<file path="src/rtl/bc_pkg.sv">
// Shared BC-MAC definitions.
//   bc_state_e : frame accumulator FSM states
//   BC_*       : slice count, yo width, per-beat sum width
//   sat_add    : unsigned saturating add, result {ovf, sum}, width w (< 32)
package bc_pkg;

  typedef enum logic [1:0] {
    IDLE  = 2'd0,
    ACC   = 2'd1,
    FLUSH = 2'd2,
    HOLD  = 2'd3
  } bc_state_e;

  localparam int BC_SLICES     = 4;
  localparam int BC_YO_W       = 5;
  localparam int BC_BEAT_SUM_W = 4;

  // Bit 32 flags saturation; bits [w-1:0] hold the clamped sum.
  function automatic logic [32:0] sat_add(input logic [31:0] a,
                                          input logic [31:0] b,
                                          input int unsigned w);
    logic [32:0] s;
    logic [32:0] mx;
    s  = {1'b0, a} + {1'b0, b};
    mx = (33'd1 << w) - 33'd1;
    if (s > mx) sat_add = {1'b1, mx[31:0]};
    else        sat_add = {1'b0, s[31:0]};
  endfunction

endpackage

</file>
<file path="src/rtl/bc_beat_sum.sv">
// Weighted sum of the compressor slices of one beat.
//   slices : BC_SLICES x {carry,sum}; bit0 weight 1, bit1 weight 2
//   sum    : total, max 3*BC_SLICES
module bc_beat_sum
  import bc_pkg::*;
(
  input  logic [BC_SLICES-1:0][1:0]   slices,
  output logic [BC_BEAT_SUM_W-1:0]    sum
);

  always_comb begin
    sum = '0;
    for (int i = 0; i < BC_SLICES; i++)
      sum = sum + BC_BEAT_SUM_W'(slices[i][0]) + BC_BEAT_SUM_W'({slices[i][1], 1'b0});
  end

endmodule

</file>
<file path="src/rtl/bc_popcnt_acc.sv">
// Frame bit-count accumulator at the tail of the 8:2 compressor chain.
//   in_valid/in_ready/in_last : beat handshake, in_ready depends on state only
//   out0..out3, yo            : compressor slices and chain carry vector
//   res_valid/res_ready       : result handshake
//   res_data/res_ovf/res_beats: frame count, saturation/beat-limit flag, beat count
//   busy                      : frame in progress or result pending
module bc_popcnt_acc
  import bc_pkg::*;
#(
  parameter int ACC_W     = 16,
  parameter int MAX_BEATS = 255
) (
  input  logic               clk,
  input  logic               rst_n,
  input  logic               in_valid,
  output logic               in_ready,
  input  logic               in_last,
  input  logic [1:0]         out0,
  input  logic [1:0]         out1,
  input  logic [1:0]         out2,
  input  logic [1:0]         out3,
  input  logic [4:0]         yo,
  output logic               res_valid,
  input  logic               res_ready,
  output logic [ACC_W-1:0]   res_data,
  output logic               res_ovf,
  output logic [7:0]         res_beats,
  output logic               busy
);

  localparam int BEAT_W = $clog2(MAX_BEATS + 1);

  bc_state_e              state_q, state_d;
  logic [ACC_W-1:0]       acc_q, acc_d;
  logic [BEAT_W-1:0]      beats_q, beats_d;
  logic [BC_YO_W-1:0]     yo_q, yo_d;
  logic                   ovf_q, ovf_d;
  logic                   res_valid_q, res_valid_d;
  logic [ACC_W-1:0]       res_data_q, res_data_d;
  logic                   res_ovf_q, res_ovf_d;
  logic [7:0]             res_beats_q, res_beats_d;

  logic [BC_BEAT_SUM_W-1:0] beat_sum;
  logic [BC_YO_W-1:0]       resid;
  logic [ACC_W-1:0]         acc_base;
  logic [BEAT_W-1:0]        beats_new;
  logic [32:0]              add_beat, add_res;
  logic                     accept, end_frame, limit_hit;
  logic                     unused_hi;

  bc_beat_sum u_beat_sum (
    .slices ({out3, out2, out1, out0}),
    .sum    (beat_sum)
  );

  // resid = 2 * popcount(yo_q); max 10 fits BC_YO_W bits
  always_comb begin
    resid = '0;
    for (int i = 0; i < BC_YO_W; i++)
      resid = resid + BC_YO_W'({yo_q[i], 1'b0});
  end

  // First beat of a frame starts from zero regardless of leftover state.
  assign acc_base  = (state_q == IDLE) ? '0 : acc_q;
  assign beats_new = ((state_q == IDLE) ? '0 : beats_q) + BEAT_W'(1);
  assign add_beat  = sat_add(32'(acc_base), 32'(beat_sum), ACC_W);
  assign add_res   = sat_add(32'(acc_q), 32'(resid), ACC_W);
  assign unused_hi = ^{add_beat[31:ACC_W], add_res[31:ACC_W]};

  assign in_ready  = (state_q == IDLE) || (state_q == ACC);
  assign accept    = in_valid && in_ready;
  // The beat that reaches MAX_BEATS closes the frame even without in_last.
  assign limit_hit = (beats_new == BEAT_W'(MAX_BEATS)) && !in_last;
  assign end_frame = in_last || limit_hit;

  always_comb begin
    state_d     = state_q;
    acc_d       = acc_q;
    beats_d     = beats_q;
    yo_d        = yo_q;
    ovf_d       = ovf_q;
    res_valid_d = res_valid_q;
    res_data_d  = res_data_q;
    res_ovf_d   = res_ovf_q;
    res_beats_d = res_beats_q;
    unique case (state_q)
      IDLE, ACC: begin
        if (accept) begin
          acc_d   = add_beat[ACC_W-1:0];
          beats_d = beats_new;
          ovf_d   = ((state_q == IDLE) ? 1'b0 : ovf_q) | add_beat[32] | limit_hit;
          if (end_frame) begin
            yo_d    = yo;
            state_d = FLUSH;
          end else begin
            state_d = ACC;
          end
        end
      end
      FLUSH: begin
        res_data_d  = add_res[ACC_W-1:0];
        res_ovf_d   = ovf_q | add_res[32];
        res_beats_d = '0;
        res_beats_d[BEAT_W-1:0] = beats_q;
        res_valid_d = 1'b1;
        state_d     = HOLD;
      end
      HOLD: begin
        if (res_ready) begin
          res_valid_d = 1'b0;
          acc_d       = '0;
          beats_d     = '0;
          ovf_d       = 1'b0;
          state_d     = IDLE;
        end
      end
      default: state_d = IDLE;
    endcase
  end

  always_ff @(posedge clk or negedge rst_n) begin
    if (!rst_n) begin
      state_q     <= IDLE;
      acc_q       <= '0;
      beats_q     <= '0;
      yo_q        <= '0;
      ovf_q       <= 1'b0;
      res_valid_q <= 1'b0;
      res_data_q  <= '0;
      res_ovf_q   <= 1'b0;
      res_beats_q <= '0;
    end else begin
      state_q     <= state_d;
      acc_q       <= acc_d;
      beats_q     <= beats_d;
      yo_q        <= yo_d;
      ovf_q       <= ovf_d;
      res_valid_q <= res_valid_d;
      res_data_q  <= res_data_d;
      res_ovf_q   <= res_ovf_d;
      res_beats_q <= res_beats_d;
    end
  end

  assign res_valid = res_valid_q;
  assign res_data  = res_data_q;
  assign res_ovf   = res_ovf_q;
  assign res_beats = res_beats_q;
  assign busy      = (state_q != IDLE);

endmodule

</file>
<file path="config.mk">
export PLATFORM = sky130hd
export DESIGN_NAME = bc_popcnt_acc
export DESIGN_NICKNAME = d
export VERILOG_FILES = /design/src/rtl/bc_pkg.sv /design/src/rtl/bc_beat_sum.sv /design/src/rtl/bc_popcnt_acc.sv
export SDC_FILE = /design/constraint.sdc
export NUM_CORES = 1
export LEC_CHECK = 0
export ABC_AREA = 1
export CORE_UTILIZATION = 50
export DETAILED_ROUTE_END_ITERATION = 8
export PLACE_DENSITY = 0.8
export SLEW_MARGIN = 25
export SYNTH_ARGS = -nofsm -noshare
export SYNTH_HDL_FRONTEND = slang
export SYNTH_SLANG_ARGS = --single-unit
</file>
<file path="constraint.sdc">
create_clock -name clk -period 4.58 [get_ports clk]
set_clock_uncertainty 0.15 [all_clocks]
set_input_delay 0.458 -clock clk [delete_from_list [all_inputs] [get_ports clk]]
set_output_delay 0.458 -clock clk [all_outputs]
set_load 0.02 [all_outputs]
</file>
==> impl_metrics.tcl, run 1 <==
set metrics [dict create \
    slowest_delay_ns 0.52 \
    finish.net_count 543 \
    die-area_um2 7570 \
    hold_viol 0 \
    cp-start-kind "input pin" \
    tritoncts "done" \
    clk_path_buf_depth 2 \
    clock_latency_ns 0.35 \
    die_width_um 87.0 \
    worst_path_max_delay_cell "fa_1" \
    synth-seq-cells 58 \
    viasPerCell 5.33 \
    start_util_pct 52.6 \
    drive_gt1_share_pct 6.76 \
    slew_headroom_pct 47.8 \
    gr-total-overflow 0 \
    maxCapViolations 0 \
    yosys_warnings 0 \
    grt_max_degree 59 \
    reg2reg_slack_ns 1.08 \
    peakVddDrop_mv 0.393 \
    cp-startpoint "out0[1]" \
    path_cells "clkdlybuf4s50_1 -> inv_1 -> fa_1 -> inv_1 -> fa_1 -> ha_1 -> fa_1 -> ha_1 -> nand3_1 -> nand2_1 -> nand2_1 -> nor2_2 -> nand3_2 -> inv_2 -> o21ai_0 -> o21ai_0" \
    ios 46 \
    n_antenna_cell 0 \
    clock-root-buffer "clkbuf_8" \
    synth_ff_type "dfrtp_1" \
    ys_types 28 \
    htreeDepth 3 \
    setup_tns_ns 0 \
    wl_per_cell_um 13.7 \
    p_leak_nw 2.02 \
    drt-met1-wl_um 3550 \
    status "finished clean" \
    syn_area_per_cell_um2 7.96 \
    worstPathRequired_ns 4.67 \
    post-cts-setup-buffers 0 \
    cts_hold_buf 0 \
    drt_first_pass_iters 6 \
    hp-class "input pin to async pin" \
    rsz0062_at_grt "false" \
    yosys.area.top_type_share_pct 40.2 \
    io_buffers 45 \
    whs_ns 0.114 \
    final_core_util_pct 63.2 \
    drc_errors 0 \
    route.met2.wl_um 3950 \
    dp_hpwl_um 5780 \
    grt_pass1_wl_um 14100 \
    cts.sinks 58 \
    path_max_fanout 10 \
    synth_area_leaders "dfrtp_1 40%, nand2_1 10%, ha_1 6.2%" \
    async_flop_share_pct 100 \
    coreArea_um2 6870 \
    drt_first_iter_violations 235 \
    report.final.slew_viol_count 0 \
    grt_pass1_vias 3127 \
    cp_num_cells 16 \
    worst_slew_pin_slew_ns 0.782 \
    fin_crit_sh_pct 88.5 \
    synth_area_um2 3610 \
    postCtsResizedCells 0 \
    crit_buf_inv 4 \
    crit_path_frequent_cell "fa_1" \
    row_count 30 \
    die_h_um 87.0 \
    synth-edff-count 0 \
    fmax_mhz 247 \
    dr.max_layer_used "met4" \
    synth_most_common_cell "nand2_1" \
    cp-end-kind "flop" \
    wl_um 8180 \
    syn_to_final_growth_pct 20.3 \
    critical_path_arrival_ns 4.14 \
    synth_top_cell_by_area "dfrtp_1" \
    timing.rr.start "acc_q[1]" \
    synth_cells 454 \
    path_delay_family "adder cells" \
    syn_nets 498 \
    gp_congestion 0.919 \
    synthTopCellsByCount "98 x nand2_1, 58 x dfrtp_1, 57 x inv_1, 46 x nor2_1, 35 x o21ai_0" \
    seq_area_frac_synth_pct 40.2 \
    antenna_found_initial 0 \
    setup_viol 0 \
    clk_pin_slew_worst_paths_ns 0.07 \
    period_minus_slack_ns 4.05 \
    wl_met3_um 449 \
    cts_buffers 9 \
    reg2reg_depth 14 \
    criticalPathCategory "input pin to flop" \
    via_count 3190 \
    grt_usage_pct 24.5 \
    drtAntennaViolNets 0 \
    power.density_nw_per_um2 588 \
]
-- metrics by stage --
step	total power, mW	cells	cell area [µm²]	setup slack [ns]
detailed placement	2.05	584	4140	0.168
global route	2.75	599	4340	0.265
finish	2.55	599	4340	0.526
CTS	2.56	599	4340	0.539
floorplan	1.65	454	3610	0.909
global placement	2.01	584	4140	0.195
-- flip-flops by register name (all words and copies together), names as in the netlist --
| signal | cells |
|---|---|
| yo_q | 5 |
| state_q | 2 |
| ovf_q | 1 |
| res_data | 16 |
| res_valid | 1 |
| res_ovf | 1 |
| res_beats | 8 |
| beats_q | 8 |
| acc_q | 16 |
-- worst register-to-register path, stage by stage (launching register included) --
cell	delay, ns
dfrtp_1	0.40
fa_1	0.48
ha_1	0.28
inv_1	0.05
fa_1	0.44
inv_1	0.08
ha_1	0.22
inv_1	0.06
nor3_1	0.20
nor2_1	0.14
nor2_1	0.28
nand3_2	0.36
o21ai_0	0.19
nand2_1	0.07
nand2_1	0.07
-- cell usage in the layout (no fill, tap or decap), types with 6 or more instances in the layout --
master           count
o22ai_1              7
dfrtp_1             58
nor2_1              45
o21ai_0             35
a31oi_1             13
clkbuf_8            12
nand3_1             30
nor3_1               7
inv_1               57
xor2_1              19
clkdlybuf4s50_1     44
fa_1                 8
ha_1                18
nand4_1              9
xnor2_1              6
a21oi_1              8
nand2_1             98
-- power breakdown --
group | total (mW) | switching, mW | leakage (nW) | internal (mW)
registers | 0.768 | 0.101 | 0.750 | 0.667
clock network | 0.492 | 0.200 | 0.106 | 0.292
logic | 1.29 | 0.772 | 1.17 | 0.521
-- cell type report --
cell class | count | area [µm²]
sequential | 58 | 1450
timing repair buffer | 48 | 468
inverter | 59 | 221
fill | 601 | 2520
tap | 96 | 120
clock inverter | 2 | 35.0
multi-input combinational | 323 | 1880
clock buffer | 13 | 169
-- cell families (layout without fill, tap and decap cells) --
group	count (synthesis)	count (layout)	synth area share [%]
adders and majority gates	26	26	10.7
xor gates and xnor gates	25	25	6.06
and+or+nand+nor	205	205	24.9
DFF	58	58	40.2
buffers and inverters	73	122	7.86
AOI/OAI and AO/OA	67	67	10.3
-- final timing paths --
path	end
worst max-delay path	acc_q[0]
min in group clk	yo_q[4]
max in group asynchronous	ovf_q
worst min register to register	yo_q[4]
worst min-delay path	acc_q[9]
worst max register to register	res_data[8]
-- layer usage --
metal | track usage, % | vias up
met5 | 0 | -
met4 | 14.8 | 0
met3 | 3.60 | 21
met2 | 40.2 | 122
met1 | 30.7 | 1486
li1 | - | 1561
Power figures use the tool's default switching activity.
==> run 2, diff against run 1 <==
--- a/constraint.sdc
+++ b/constraint.sdc
@@ -3,3 +3,3 @@
 set_input_delay 0.458 -clock clk [delete_from_list [all_inputs] [get_ports clk]]
 set_output_delay 0.458 -clock clk [all_outputs]
-set_load 0.02 [all_outputs]
+set_load 0.005 [all_outputs]
==> results of run 2 <==
The final DEF is identical to that of run 1. Status: finished clean.
Among the figures that moved: total power 2.55 mW -> 2.44 mW; worst IR drop on VDD 0.393 mV -> 0.368 mV
